==> config.mk <==
export PLATFORM = sky130hd
export DESIGN_NAME = upsampler
export DESIGN_NICKNAME = d
export VERILOG_FILES = /design/src/rtl/upsampler.sv
export SDC_FILE = /design/constraint.sdc
export NUM_CORES = 1
export LEC_CHECK = 0
export BUFFER_PORTS_ARGS = -buffer_cell sky130_fd_sc_hd__buf_2
export CORE_MARGIN = 3
export CORE_UTILIZATION = 25
export CTS_BUF_LIST = sky130_fd_sc_hd__clkbuf_2
export DETAILED_ROUTE_END_ITERATION = 12
export SYNTH_ARGS = -nofsm -noshare
export SYNTH_HDL_FRONTEND = slang
export SYNTH_SLANG_ARGS = --single-unit
==> constraint.sdc <==
create_clock -name clk -period 2.6 [get_ports clk]
set_clock_uncertainty 0.1 [all_clocks]
set_input_delay 0.52 -clock clk [delete_from_list [all_inputs] [get_ports clk]]
set_output_delay 0.52 -clock clk [all_outputs]
set_load 0.05 [all_outputs]
==> src/rtl/upsampler.sv <==
// CIC interpolation sample-rate expander: one buffered input sample becomes CIC_R output samples.
// Optional build macro UPSAMPLER_HOLD_EN selects zero-order hold instead of zero stuffing.
module upsampler #(
  parameter int DATA_WIDTH_INP = 8,
  parameter int CIC_R          = 4
) (
  input  logic                      clk,
  input  logic                      reset_n,
  input  logic                      clear,
  input  logic [DATA_WIDTH_INP-1:0] inp_samp_data,
  input  logic                      inp_samp_str,
  output logic                      inp_samp_rdy,
  input  logic                      out_tick,
  output logic [DATA_WIDTH_INP-1:0] out_samp_data,
  output logic                      out_samp_str,
  output logic                      underrun
);

  localparam int PHASE_W = (CIC_R > 1) ? $clog2(CIC_R) : 1;
  localparam logic [PHASE_W-1:0] PHASE_LAST  = PHASE_W'(CIC_R - 1);
  localparam logic [PHASE_W-1:0] PHASE_FIRST = (CIC_R > 1) ? PHASE_W'(1) : '0;

  logic [DATA_WIDTH_INP-1:0] pend_q, pend_d;
  logic                      pend_vld_q, pend_vld_d;
  logic [PHASE_W-1:0]        phase_q, phase_d;
  logic [DATA_WIDTH_INP-1:0] out_data_q, out_data_d;
  logic                      out_str_q, out_str_d;
  logic                      underrun_q, underrun_d;
  logic [DATA_WIDTH_INP-1:0] fill;

`ifdef UPSAMPLER_HOLD_EN
  // Output register already holds the last phase-0 sample (or its repeat).
  assign fill = out_data_q;
`else
  assign fill = '0;
`endif

  always_comb begin
    pend_d     = pend_q;
    pend_vld_d = pend_vld_q;
    phase_d    = phase_q;
    out_data_d = out_data_q;
    out_str_d  = 1'b0;
    underrun_d = 1'b0;

    // Accept and consume are mutually exclusive: accept needs an empty buffer.
    if (inp_samp_str && !pend_vld_q) begin
      pend_d     = inp_samp_data;
      pend_vld_d = 1'b1;
    end

    if (out_tick) begin
      out_str_d = 1'b1;
      if (phase_q == '0) begin
        if (pend_vld_q) begin
          out_data_d = pend_q;
          pend_vld_d = 1'b0;
          phase_d    = PHASE_FIRST;
        end else begin
          out_data_d = fill;
          underrun_d = 1'b1;
        end
      end else begin
        out_data_d = fill;
        phase_d    = (phase_q == PHASE_LAST) ? '0 : phase_q + PHASE_W'(1);
      end
    end

    if (clear) begin
      pend_d     = '0;
      pend_vld_d = 1'b0;
      phase_d    = '0;
      out_data_d = '0;
      out_str_d  = 1'b0;
      underrun_d = 1'b0;
    end
  end

  always_ff @(posedge clk or negedge reset_n) begin
    if (!reset_n) begin
      pend_q     <= '0;
      pend_vld_q <= 1'b0;
      phase_q    <= '0;
      out_data_q <= '0;
      out_str_q  <= 1'b0;
      underrun_q <= 1'b0;
    end else begin
      pend_q     <= pend_d;
      pend_vld_q <= pend_vld_d;
      phase_q    <= phase_d;
      out_data_q <= out_data_d;
      out_str_q  <= out_str_d;
      underrun_q <= underrun_d;
    end
  end

  assign inp_samp_rdy  = ~pend_vld_q;
  assign out_samp_data = out_data_q;
  assign out_samp_str  = out_str_q;
  assign underrun      = underrun_q;

endmodule

; Word level (Yosys, flattened, before mapping)
; Cells that the tools add are included.
[classes]
muxes = 22
eq_ne = 2
add_sub_neg = 1
n_reduce_logical = 6
bitwise = 1
[ops]
columns = op, n
row1 = $mux W8, 6
row2 = $mux W1, 11
row3 = $mux W2, 5
row4 = $reduce_bool A2 Y1, 2
row5 = $ne A3 B3 Y1 const B, 1
row6 = $add A2 B1 Y2 const B, 1
row7 = $eq A2 B2 Y1 const B, 1
row8 = $logic_not A2 Y1, 1
row9 = $reduce_and A2 Y1, 1
row10 = $logic_and A1 B1 Y1, 1
row11 = $logic_not A1 Y1, 1
row12 = $not A1 Y1, 1
[totals]
output_inout_bits = 11
regBits = 21

; Depth between registers and ports, before layout
; Gate-level depths: netlist of run 1.
[depth]
ltp_word = 7
ltp_mapped = 6

; Least setup slack after synthesis of run 1
; No wires, ideal clock.
[synth_path]
path_type = register to register
from = register pend_vld_q
to = register phase_q[0]
path_stages_with_launch = 4
path_buffers = 0
required_time_ns = 2.375
synth_period_minus_slack_ns = 1.404
slack_ns = 1.196
t_arrival_ns = 1.179
setup_ns = 0.125
cell_sequence = dfrtp_1 > inv_1 > a21boi_2 > mux2_4
[synth_between]
elab_chain_len = 2
[synth_rtl]
columns = element, line
row1 = from (decl), 24  ; logic pend_vld_q, pend_vld_d;
row2 = from (signal assigned), 89  ; pend_vld_q <= pend_vld_d;
row3 = $ne A3 B3 Y1 (no line), --
row4 = $reduce_and A2 Y1 (no line), --
row5 = to (signal assigned), 90  ; phase_q <= phase_d;
row6 = to (decl), 25  ; logic [PHASE_W-1:0] phase_q, phase_d;
; Every way passes these cells.
; A chain may end at the register's enable or synchronous reset.

; Final worst setup path of run 1
[layout_path]
from = register pend_vld_q
to = output inp_samp_rdy
[layout_between]
elab_chain_len = 1
[layout_rtl]
columns = element, line
row1 = $not A1 Y1, 97  ; assign inp_samp_rdy = ~pend_vld_q;
row2 = to (decl), 12  ; output logic inp_samp_rdy,
; Every way passes these cells.

==> flow_summary.toml, run 1 <==
[placement]
placed_cell_area_sq_mm = 0.00106
place_congestion = 0.661
dp_hpwl_um = 1280
io_buffers = 23
placedCellCount = 156

[worst_setup_path]
reg2reg_from = "phase_q[0]"
crit_path_start_kind = "register"
r2r_cells = 5
crit_arrival_ns = 1.14
worstPathRequired_ns = 1.98
rr_endpoint = "out_samp_data[5]"
critPathKind = "register to output port"
cp-end-kind = "output port"
r2r_slack_ns = 1.16
crit_fanout = 5

[route]
drc = 0
drtAntennaViolNets = 0
vias_per_cell = 4.19
first_pass_iters = 4
vias = 671
wl_per_cell_um = 10.8
wl_um = 1730
first_iter_violations = 48

[clocking]
clockBufferDepth = 2
clockRootBuffer = "clkbuf_2"
cts.repair.resized = 0
cts_hold_buffers = 0
clock_sinks = 21
cts_inserted_buffers = 3
cts_tree = "yes"
post_cts_buffers = 0
ctsHtreeMaxLevel = 1
clkTransAtPathRegs_ns = 0.18
clkLatencyLatePin_ns = 0.30

[die]
die_x_um = 67.1
dieArea_sq_mm = 0.00450
ioPinCount = 24
initial_utilization_pct = 26.9
die_h_um = 67.1
num_rows = 21
core_region_area_sq_mm = 0.00347

[yosys]
synth_top_area_cell = "dfrtp_1"
syn_inst = 94
netlist.area_leader.share_pct = 56.4
synth_edf_count = 0
syn_area_sq_um = 932
synthArstFlopShare_pct = 100
ys_types = 17
synthesis.nets = 108
yosys_warnings = 0
synth_area_leaders = "dfrtp_1 (56%), a21oi_1 (8.6%), nand2b_1 (7.4%)"
synth_seq_cells = 21
ys_seq_area_share_pct = 56.4
yosys_most_used_dff = "dfrtp_1"
syn_avg_cell_area_sq_um = 9.92

[final_layout]
final_cell_area_sq_mm = 0.00108
n_fill_cell = 387
drive_above_1_share_pct = 27.2
nets = 129
multi_input_area_sq_um = 348
syn_to_final_growth_pct = 15.6
seq_area_sq_um = 526
antenna_cells = 0
fin_cells = 160

[global_route]
track_usage_pct = 8.95
met2_usage_pct = 12.1
busiest_layer = "met1"
grt_pass1_vias = 679
overflow = 0
grt_util_met1_pct = 13.3
grt_pass1_wl_um = 3040
grt_max_degree = 23
use_met3_pct = 1.52
antenna_found_initial = 0

[power]
leakage_uw = 0.000510
max-vdd-ir-drop_v = 0.000158
power_frac_clock_pct = 22.9
seqPwrFrac_pct = 60.9
switching_power_uw = 161
p_comb_share_pct = 16.3
power_density_mw_per_mm2 = 534
cell_internal_pwr_uw = 414
p_sw_share_pct = 28.0

[timing]
slew-limit-headroom_pct = 67.4
fmax_mhz = 567
report.final.slew_viol_count = 0
rsz0062_at_grt = "false"
timing.final.crit_share_pct = 67.8
hold_viol = 0
finalSetupViolCount = 0
fin_setup_tns_ns = 0
worst_slew_pin_slew_ns = 0.489
fin_crit_ns = 1.76

[job]
drv_cap = 0

[outcome]
status = "complete, no violations"

[hold_path]
hold_class = "input port to asynchronous set/reset pin"
[placed cells by master (no fill, tap or decap)]
master / instances
dfrtp_1: 21
nor2_1: 3
nand2_1: 16
a211oi_2: 1
clkbuf_2: 4
a21oi_1: 16
nand2b_1: 11
mux2_4: 1
a21boi_2: 1
inv_1: 3
and2_1: 1
nand3_1: 8
mux2i_1: 1
and3_2: 1
nor2b_1: 2
buf_2: 23
ha_1: 1
[Yosys cell counts, drive strengths merged, types with 2 or more instances]
| cell type | count |
|---|---|
| nand3 | 8 |
| inv | 3 |
| nor2b | 2 |
| nor2 | 3 |
| buf | 7 |
| a21oi | 16 |
| nand2 | 16 |
| nand2b | 11 |
| dfrtp | 21 |
[metal layers]
| metal | wire length [um] | vias up |
|---|---|---|
| met2 | 666 | 18 |
| met5 | 0 | - |
| met4 | 27 | 0 |
| met1 | 961 | 307 |
| li1 | - | 344 |
| met3 | 75 | 2 |
[worst max-delay path, stage by stage (launching register included)]
cell and delay (ns):
dfrtp_1 0.45, inv_1 0.11, buf_2 0.27
[stage by stage]
step	setup slack [ns]	hold slack (ns)	power, uW	util (%)
global route	0.755	0.0175	610	31.1
floorplan	1.20	0.124	429	-
CTS	0.806	0.0185	585	31.1
detailed placement	1.00	0.395	451	30.5
global placement	1.05	0.387	448	30.5
finish	0.836	0.0282	576	31.1
[power by group through the flow]
stage                     Sequential (uW)  Combinational, uW  Clock, uW
after floorplan                       366               62.2          0
after global placement                356               92.6          0
after detailed placement              356               95.3          0
after CTS                             350               95.2        139
after global routing                  352                105        152
final                                 350               93.6        132
[worst max-delay path by stage]
stage,from,end,slack [ns],depth (start not counted)
2_1_floorplan,pend_vld_q,phase_q[0],1.20,3
3_3_place_gp,out_tick,phase_q[0],1.05,3
3_5_place_dp,out_tick,phase_q[0],1.00,3
4_1_cts,pend_vld_q,inp_samp_rdy,0.81,2
5_1_grt,pend_vld_q,inp_samp_rdy,0.75,2
6_report,pend_vld_q,inp_samp_rdy,0.84,2
[registers in the layout, indices dropped and copies added, names as in the netlist]
register and flops:
underrun 1, pend_q 8, out_samp_str 1, pend_vld_q 1, out_samp_data 8, phase_q 2
[cell families after synthesis]
group	Yosys count	share of synthesized area, %
flops	21	56.4
mux	2	2.68
buf+inv	10	6.31
fa+ha+maj	1	1.34
compound gates	18	11.1
simple gates	42	22.1
[final cells by class]
type                       count  area share, %
clock buffer                   4           1.86
timing repair buffer          23           10.7
inverter                       3           1.05
sequential                    21           48.8
multi-input combinational     63           32.3
tap                           46           5.34
(Power assumes the default switching activity.)
==> inputs of run 2 (changes only) <==
Clock period 2.6 ns to 1.4 ns, I/O delays scaled along.
==> run 2 against run 1 <==
  * Wire length grew 9.1%
  * Count of clock-buffer cells in the layout shrank 1
  * Global-route usage grew 0.70 points
  * Clock power grew 85%
  * Critical path type unchanged
  * Largest cell class unchanged
  * Largest power group unchanged
==> flow_summary.toml, run 2 (synthesis results as in run 1) <==
[final_layout]
antenna_cells = 0
nets = 137
fin_util_pct = 33.8
layout_common_cells = "dfrtp_1 (21), a21oi_1 (16), nand2_1 (16), buf_2 (15), nand2b_1 (11)"
final_cell_area_sq_mm = 0.00117
final_common_cell = "dfrtp_1"
syn_to_final_growth_pct = 25.8
drive_above_1_share_pct = 33.6

[job]
drv_cap = 0

[placement]
place_congestion = 0.685
placed_cell_area_sq_mm = 0.00108
dp_hpwl_um = 1430
io_buffers = 23
dp_slack_ns = -0.0128

[power]
power_density_mw_per_mm2 = 944
leakage_uw = 0.000551
max-vdd-ir-drop_v = 0.000244

[timing]
report.final.slew_viol_count = 0
fin_crit_ns = 1.37
rsz0062_at_grt = "true"
finalSetupViolCount = 0
timing.final.crit_share_pct = 98.0
holdWs_ns = 0.0816
fmax_mhz = 729
layout_setup_ws_ns = 0.0278
slew-limit-headroom_pct = 69.6
worst_slew_pin_slew_ns = 0.456
hold_viol = 0

[global_route]
track_usage_pct = 9.65
grt_pass1_vias = 740
grt_max_degree = 22
overflow = 0
antenna_found_initial = 0
grt_pass1_wl_um = 3190

[die]
core_region_area_sq_mm = 0.00347
initial_utilization_pct = 26.9
ioPinCount = 24
die_h_um = 67.1
dieArea_sq_mm = 0.00450
die_x_um = 67.1
num_rows = 21

[worst_setup_path]
worstPathRequired_ns = 1.02
critPathKind = "register to output port"
crit_arrival_ns = 0.99
crit_path_start_kind = "register"
cp-end-kind = "output port"
crit_fanout = 3

[clocking]
clock_sinks = 21
clockRootBuffer = "clkbuf_2"
cts_inserted_buffers = 3
ctsHtreeMaxLevel = 1
clkTransAtPathRegs_ns = 0.19
clockBufferDepth = 2
clkLatencyLatePin_ns = 0.31
cts_tree = "yes"

[route]
wl_per_cell_um = 11.2
first_iter_violations = 24
vias = 688
drtAntennaViolNets = 0
first_pass_iters = 4
vias_per_cell = 4.10
drc = 0
wl_um = 1890

[outcome]
status = "complete, no violations"

[hold_path]
hold_class = "input port to register"
==> run 2: layer usage <==
layer | GRT usage [%] | part of all wire [%] | up-vias
met3 | 2.36 | 5.7 | 2
met1 | 12.4 | 50 | 305
met5 | 0 | 0 | -
li1 | - | - | 361
met4 | 5.32 | 1.4 | 0
met2 | 14.7 | 43 | 20
==> run 2: worst max-delay path: stages, from the launching register on <==
cell and delay (ns):
dfrtp_1 0.45, inv_2 0.09, buf_8 0.15
==> run 2: path summary, 6_finish.rpt <==
path                       slack [ns]  cells after the start      endpoint             start
setup reg to reg                 0.07                      4    phase_q[0]        phase_q[0]
hold / removal                   0.08                      3     pend_q[6]  inp_samp_data[6]
setup / recovery                 0.03                      2  inp_samp_rdy        pend_vld_q
hold reg to reg                  0.44                      2     pend_q[3]         pend_q[3]
max in group asynchronous        0.57                      2     pend_q[0]           reset_n
min in group asynchronous        0.32                      2     pend_q[7]           reset_n
==> run 2: final cells by class <==
class	count	area, sq um
clock buffer	3	15.0
clock inverter	1	5.00
multi-input combinational	63	353
inverter	3	11.3
tap	46	57.6
sequential	21	526
fill	381	2300
timing repair buffer	31	205
==> run 2: power by group <==
group          internal, uW  switching [uW]
Clock                  64.8             180
Combinational          88.7             123
Sequential              635            15.5
==> run 2: what timing repair did <==
| action | 4_1_cts | 5_1_grt |
|---|---|---|
| resized for setup | 4 | 12 |
| pin swaps | 0 | 1 |
| hold endpoints to repair | 21 | 0 |
| hold buffers | 1 | 0 |
| buffers inserted | 1 | 3 |
| cloned | 0 | 0 |
| endpoints found under the setup margin | 9 | 15 |
==> run 2: per-stage QoR <==
step,power [uW],setup TNS [ns],cells
6_report,1110,0,168
2_1_floorplan,796,-0.00394,94
3_3_place_gp,842,0,159
4_1_cts,1100,0,165
3_5_place_dp,848,-0.0176,159
5_1_grt,1170,-0.0393,168
